--- src/rtl/volts_to_code.sv ---
// rtl/volts_to_code.sv - 7-digit BCD volts reading to 16-bit left-justified XADC code
//
// Purpose: converts a BCD reading dig6.dig5..dig0 (1 V .. 1 uV per digit) into
//   data = {code[11:0], 4'b0000}, code = V_uV * 1024 / 250000, saturating at 4095.
//   Iterative: decimal accumulate (7 cycles), scale, restoring divide (35 cycles).
// Configuration: define VOLTS_ROUND_EN to round half up instead of truncating.
// Ports:
//   CLK100MHZ  in   system clock, all state on rising edge
//   reset      in   asynchronous active-high reset
//   start      in   request; accepted only while idle or in the done cycle
//   dig0..dig6 in   BCD digits, dig0 = 1 uV, dig6 = 1 V
//   busy       out  high in LOAD/ACCUM/SCALE/DIV
//   done       out  one-cycle completion pulse
//   data       out  {code,4'b0}, held until the next successful conversion
//   err        out  a latched digit was > 9 (sticky until next accepted start)
//   ovf        out  code saturated (sticky until next accepted start)
module volts_to_code #(
  parameter int FS_UV    = 250000,
  parameter int SHIFT    = 10,
  parameter int CODE_MAX = 4095
) (
  input  logic        CLK100MHZ,
  input  logic        reset,
  input  logic        start,
  input  logic [3:0]  dig0,
  input  logic [3:0]  dig1,
  input  logic [3:0]  dig2,
  input  logic [3:0]  dig3,
  input  logic [3:0]  dig4,
  input  logic [3:0]  dig5,
  input  logic [3:0]  dig6,
  output logic        busy,
  output logic        done,
  output logic [15:0] data,
  output logic        err,
  output logic        ovf
);

  typedef enum logic [2:0] {IDLE, LOAD, ACCUM, SCALE, DIV, DONE} state_t;

`ifdef VOLTS_ROUND_EN
  localparam logic [34:0] ROUND_TERM = 35'(FS_UV / 2);
`else
  localparam logic [34:0] ROUND_TERM = '0;
`endif
  localparam logic [18:0] DIVISOR  = 19'(FS_UV);
  localparam logic [11:0] CODE_SAT = 12'(CODE_MAX);

  state_t      state, state_next;
  logic [27:0] digs;      // latched {dig6..dig0}
  logic [23:0] acc;
  logic [2:0]  acc_idx;   // digit being accumulated, 6 down to 0
  logic [5:0]  div_cnt;
  logic [34:0] dvd;       // dividend, shifted out MSB first
  logic [34:0] quot;
  logic [18:0] rem;

  logic [3:0]  cur_dig;
  logic        dig_bad;
  logic [18:0] trial;
  logic        trial_ge;
  logic [34:0] quot_shift;
  logic        accept;

  always_comb begin
    cur_dig = digs[{acc_idx, 2'b00} +: 4];
    dig_bad = 1'b0;
    for (int k = 0; k < 7; k++) begin
      if (digs[k*4 +: 4] > 4'd9) dig_bad = 1'b1;
    end
    // Restoring step: bring down the next dividend bit, subtract if it fits.
    trial      = (rem << 1) | 19'(dvd[34]);
    trial_ge   = (trial >= DIVISOR);
    quot_shift = (quot << 1) | 35'(trial_ge);
    accept     = start && (state == IDLE || state == DONE);
  end

  always_ff @(posedge CLK100MHZ or posedge reset) begin
    if (reset) state <= IDLE;
    else       state <= state_next;
  end

  always_comb begin
    state_next = state;
    busy       = 1'b0;
    done       = 1'b0;
    case (state)
      IDLE:  if (start) state_next = LOAD;
      LOAD:  begin
        busy       = 1'b1;
        state_next = dig_bad ? DONE : ACCUM;
      end
      ACCUM: begin
        busy = 1'b1;
        if (acc_idx == 3'd0) state_next = SCALE;
      end
      SCALE: begin
        busy       = 1'b1;
        state_next = DIV;
      end
      DIV:   begin
        busy = 1'b1;
        if (div_cnt == 6'd34) state_next = DONE;
      end
      DONE:  begin
        done       = 1'b1;
        state_next = start ? LOAD : IDLE;
      end
      default: state_next = IDLE;
    endcase
  end

  always_ff @(posedge CLK100MHZ or posedge reset) begin
    if (reset) begin
      digs    <= '0;
      acc     <= '0;
      acc_idx <= '0;
      div_cnt <= '0;
      dvd     <= '0;
      quot    <= '0;
      rem     <= '0;
      data    <= '0;
      err     <= 1'b0;
      ovf     <= 1'b0;
    end else begin
      if (accept) begin
        digs <= {dig6, dig5, dig4, dig3, dig2, dig1, dig0};
        err  <= 1'b0;
        ovf  <= 1'b0;
      end
      case (state)
        LOAD: begin
          acc     <= '0;
          acc_idx <= 3'd6;
          if (dig_bad) err <= 1'b1;
        end
        ACCUM: begin
          acc     <= acc * 24'd10 + {20'd0, cur_dig};
          acc_idx <= acc_idx - 3'd1;
        end
        SCALE: begin
          dvd     <= (35'(acc) << SHIFT) + ROUND_TERM;
          rem     <= '0;
          quot    <= '0;
          div_cnt <= '0;
        end
        DIV: begin
          rem     <= trial_ge ? (trial - DIVISOR) : trial;
          dvd     <= dvd << 1;
          quot    <= quot_shift;
          div_cnt <= div_cnt + 6'd1;
          // Final quotient bit lands on this edge, so data is valid in DONE.
          if (div_cnt == 6'd34) begin
            if (quot_shift > 35'(CODE_MAX)) begin
              data <= {CODE_SAT, 4'b0000};
              ovf  <= 1'b1;
            end else begin
              data <= {quot_shift[11:0], 4'b0000};
            end
          end
        end
        default: ;
      endcase
    end
  end

endmodule

--- config.mk ---
export PLATFORM = sky130hd
export DESIGN_NAME = volts_to_code
export DESIGN_NICKNAME = d
export VERILOG_FILES = /design/src/rtl/volts_to_code.sv
export SDC_FILE = /design/constraint.sdc
export NUM_CORES = 1
export LEC_CHECK = 0
export ABC_CLOCK_PERIOD_IN_PS = 14900
export CAP_MARGIN = 20
export CELL_PAD_IN_SITES_DETAIL_PLACEMENT = 0
export CELL_PAD_IN_SITES_GLOBAL_PLACEMENT = 1
export CORE_AREA = 2 2 163 165
export DETAILED_ROUTE_END_ITERATION = 12
export DIE_AREA = 0 0 165 167
export PLACE_DENSITY_LB_ADDON = 0.1
export SLEW_MARGIN = 40
export SYNTH_ARGS = -nofsm -noshare
export SYNTH_HDL_FRONTEND = slang
export SYNTH_SLANG_ARGS = --single-unit
export TNS_END_PERCENT = 1
--- constraint.sdc ---
create_clock -name CLK100MHZ -period 14.9 [get_ports CLK100MHZ]
set_clock_uncertainty 0.2 [all_clocks]
set_input_delay 3.725 -clock CLK100MHZ [delete_from_list [all_inputs] [get_ports CLK100MHZ]]
set_output_delay 3.725 -clock CLK100MHZ [all_outputs]
set_load 0.02 [all_outputs]
==> metrics.md <==
| Metric | Value |
|---|---|
| Worst-Margin Slew | `0.774 ns` |
| Peak per-stage delay on the critical path | `0.66 ns` |
| Critical path data arrival time | `2.04 ns` |
| Top FF cell, synth | `sky130_fd_sc_hd__dfrtp_1` |
| Number of global-route vias before repair | `6,257` |
| Normalized max-slew margin | `48.4%` |
| Clock sink count | `155` |
| Endpoint of the worst-slack reg-to-reg timing path | `acc[23]` |
| Routability congestion estimate from global placement | `0.764` |
| Time the final worst path needs with I/O delays and setup | `5.96 ns` |
| Critical path endpoint category | `output port` |
| TritonCTS clock tree | `done` |
| Number of nets in the layout | `926` |
| Syn-to-layout area delta | `16.4%` |
| Worst hold-check path type | `reg -> reg` |
| Reg2reg setup slack | `10.85 ns` |
| Sequential area share after synthesis | `46.4%` |
| Die footprint | `27,600 um^2` |
| Synth Warn # | `0` |
| Standard cell area after detailed placement | `9130 um^2` |
| Post-CTS Setup Inserts | `0` |
| Worst hold endpoint | `dvd[33]` |
| Dpl hpwl | `13.0 mm` |
| Number of setup violations in the final report | `0` |
| Placement Rows | `59` |
| Unique cell type count in the Yosys netlist | `67` |
| Initial Util | `32.5%` |
| Synth area leaders | `sky130_fd_sc_hd__dfrtp_1, sky130_fd_sc_hd__ha_1, sky130_fd_sc_hd__a22o_1` |
| Cells after DPL | `1,161` |
| Die span in x | `165 um` |
| CP max-delay cell | `sky130_fd_sc_hd__clkdlybuf4s50_1` |
| Total gr overflow | `0` |
| Async set-or-reset flop fraction in the synthesized netlist | `100%` |
| Vertical die dimension | `167 um` |
| Fraction of final layout cells with drive strength greater than 1 | `10.9%` |
| Hold violation count in the final report | `0` |
| Remaining antenna violation count | `0` |
| Global-route wire length before repair | `32.7 mm` |
| Average wire length per cell after detail routing | `16.1 um` |
| Number of maximum-capacitance violations | `0` |
| Pin count of the biggest net entering global routing | `82` |
| WL final | `19.2 mm` |
| Maximum clock frequency | `168 MHz` |
| Cell with the most instances after synthesis | `sky130_fd_sc_hd__dfrtp_1` |
| R2R depth | `15` |
| Post-synthesis register bit count | `155` |
| Count of pins over their slew limit | `0` |
| Syn avg cell area | `10.2 um^2` |
| Largest area contributor in the netlist | `sky130_fd_sc_hd__dfrtp_1` |
| Post-route non-filler standard cell count | `1,191` |
| Outcome | `finished clean` |
| Share of the clock period used by the worst path after layout | `40.0%` |
| Largest delay share family, worst path | `buffers and inverters` |
| Startpoint of the worst register-to-register path | `acc_idx[0]` |
| Residual DRC | `0` |
| Deepest clock path buffer count | `2` |
| GRT Overall Usage | `14.6%` |
| Insertion delay of the later-clocked pin in the worst-skew pair | `0.42 ns` |
| Iteration-0 DRC Markers | `317` |
| Hold path start | `dvd[33]` |
| Area share of the leading cell type in the synthesized netlist | `46.4%` |
| Number of buffer and inverter instances along the worst setup path | `1` |
| Number of search-and-repair iterations in the first detailed-routing pass | `4` |
| Number of instances resized during post-cts repair | `0` |
| Unrepaired setup endpoints after global routing | `no` |
| Data required time of the worst path | `10.97 ns` |
| Cell Pwr Density | `131 nW/um^2` |
| Leakage | `4.54 nW` |
| Synthesized instance count | `817` |
| Std-Cell Core Area | `25,800 um^2` |
| Final design area excluding fillers | `9730 um^2` |
| Cell area after technology mapping | `8360 um^2` |
| Critical-path cell list | `nor2_1 > xnor2_1 > clkdlybuf4s50_1` |
| Slack of the critical path | `8.94 ns` |
| Cts-stage hold buffer count | `0` |
| Via density | `5.21` |
| CP Launch Type | `flop` |
| Critical path class | `reg -> out` |
| Clk pin slew, worst setup/hold paths | `0.06 ns` |
| Antenna cells | `0` |
| Maximum VDD drop | `0.0972 mV` |
| Top-level port count | `51` |
| Cell count of the worst hold path | `2` |
| Antenna violations before repair | `0` |
| Clk root buf | `sky130_fd_sc_hd__clkbuf_16` |
| TritonCTS Buffers | `17` |
| Biggest fanout along the worst timing path | `12` |
| Setup_tns | `0 ns` |
| Htree depth | `4` |
| Post-synth EDFFs | `0` |
| Worst Setup Slack post-DPL | `9.18 ns` |
| Top cells by count, synth | `sky130_fd_sc_hd__dfrtp_1, sky130_fd_sc_hd__nand2_1, sky130_fd_sc_hd__o21ai_0, sky130_fd_sc_hd__nor2_1, sky130_fd_sc_hd__a22o_1` |
| Total via count in the routed design | `6,204` |
| Number of buffer cells added on primary ports | `46` |
## layout make-up
class	instances	area, um^2
timing repair buffer	53	523
multi-input combinational	604	4260
sequential	155	3880
clock buffer	23	508
fill	2563	16000
tap	335	419
clock inverter	7	87.6
inverter	14	57.6
## routing by layer
metal | GRT usage, % | part of all wire [%]
met5 | 0 | 0
met3 | 2.67 | 2.2
met1 | 20.9 | 50
met2 | 23.1 | 47
met4 | 3.10 | 0.65
## worst register-to-register path: stages (launching register included)
cell and delay [ns]:
sky130_fd_sc_hd__dfrtp_1 0.63, sky130_fd_sc_hd__inv_1 0.17, sky130_fd_sc_hd__nor2_1 0.30, sky130_fd_sc_hd__a21oi_1 0.12
sky130_fd_sc_hd__o21ai_0 0.18, sky130_fd_sc_hd__ha_1 0.25, sky130_fd_sc_hd__fa_1 0.23, sky130_fd_sc_hd__a21o_1 0.13
sky130_fd_sc_hd__nand2_1 0.07, sky130_fd_sc_hd__nor3b_1 0.38, sky130_fd_sc_hd__and4_1 0.28, sky130_fd_sc_hd__and4_1 0.31
sky130_fd_sc_hd__and4_4 0.29, sky130_fd_sc_hd__nand4_1 0.10, sky130_fd_sc_hd__xnor2_1 0.21, sky130_fd_sc_hd__o21ai_1 0.07
## placed cells by master, fill, tap and decap left out, types with 7 or more instances in the layout
| master | instances |
|---|---|
| sky130_fd_sc_hd__nor3_1 | 9 |
| sky130_fd_sc_hd__inv_1 | 13 |
| sky130_fd_sc_hd__a22o_1 | 49 |
| sky130_fd_sc_hd__mux2_2 | 29 |
| sky130_fd_sc_hd__clkbuf_8 | 7 |
| sky130_fd_sc_hd__clkbuf_16 | 17 |
| sky130_fd_sc_hd__nor4_1 | 8 |
| sky130_fd_sc_hd__clkdlybuf4s50_1 | 46 |
| sky130_fd_sc_hd__o21ai_0 | 57 |
| sky130_fd_sc_hd__nand2_1 | 109 |
| sky130_fd_sc_hd__xor2_1 | 20 |
| sky130_fd_sc_hd__nand3_1 | 20 |
| sky130_fd_sc_hd__xnor2_1 | 30 |
| sky130_fd_sc_hd__a21oi_1 | 35 |
| sky130_fd_sc_hd__dfrtp_1 | 155 |
| sky130_fd_sc_hd__a22oi_1 | 25 |
| sky130_fd_sc_hd__nand4_1 | 8 |
| sky130_fd_sc_hd__ha_1 | 48 |
| sky130_fd_sc_hd__nor2_1 | 51 |
| sky130_fd_sc_hd__a21o_1 | 10 |
## where the power goes
group | total, mW | internal, mW | switching [mW]
registers | 0.524 | 0.474 | 0.0500
logic | 0.312 | 0.129 | 0.183
clock network | 0.437 | 0.271 | 0.166
total | 1.27 | 0.873 | 0.399
## worst max-delay path by stage
stage / start / cells past startpoint / end / slack, ns
after floorplan: reset / 1 / acc[0] / 6.80
after global placement: reset / 3 / digs[17] / 8.89
after detailed placement: reset / 3 / digs[11] / 9.18
after CTS: state[0] / 3 / busy / 8.95
after global routing: state[0] / 3 / busy / 8.85
final: state[0] / 3 / busy / 8.94
## metrics by stage
stage | util, % | hold slack, ns | power (mW)
floorplan | - | 0.246 | 0.753
global placement | 35.4 | 0.262 | 0.837
detailed placement | 35.4 | 0.263 | 0.849
CTS | 37.8 | 0.278 | 1.29
global route | 37.8 | 0.297 | 1.35
finish | 37.8 | 0.278 | 1.27
## flip-flops by register name, indices dropped and copies added (netlist names)
signal	count
data	12
div_cnt	6
state	3
rem	18
dvd	25
acc	24
acc_idx	3
quot	34
ovf	1
err	1
digs	28
## cells by family (layout without fill, tap and decap cells)
| logic type | after synthesis | count (layout) | synth area share (%) |
|---|---|---|---|
| buffers and inverters | 61 | 97 | 2.98 |
| multiplexers | 36 | 36 | 5.34 |
| other | 1 | 4 | 0.0449 |
| XOR/XNOR | 52 | 52 | 5.63 |
| AND/OR/NAND/NOR | 240 | 240 | 13.3 |
| AO/OA/AOI/OAI | 222 | 222 | 18.6 |
| flip-flops | 155 | 155 | 46.4 |
| adder cells (fa/ha/maj) | 50 | 50 | 7.66 |
Power figures use the tool's default switching activity.
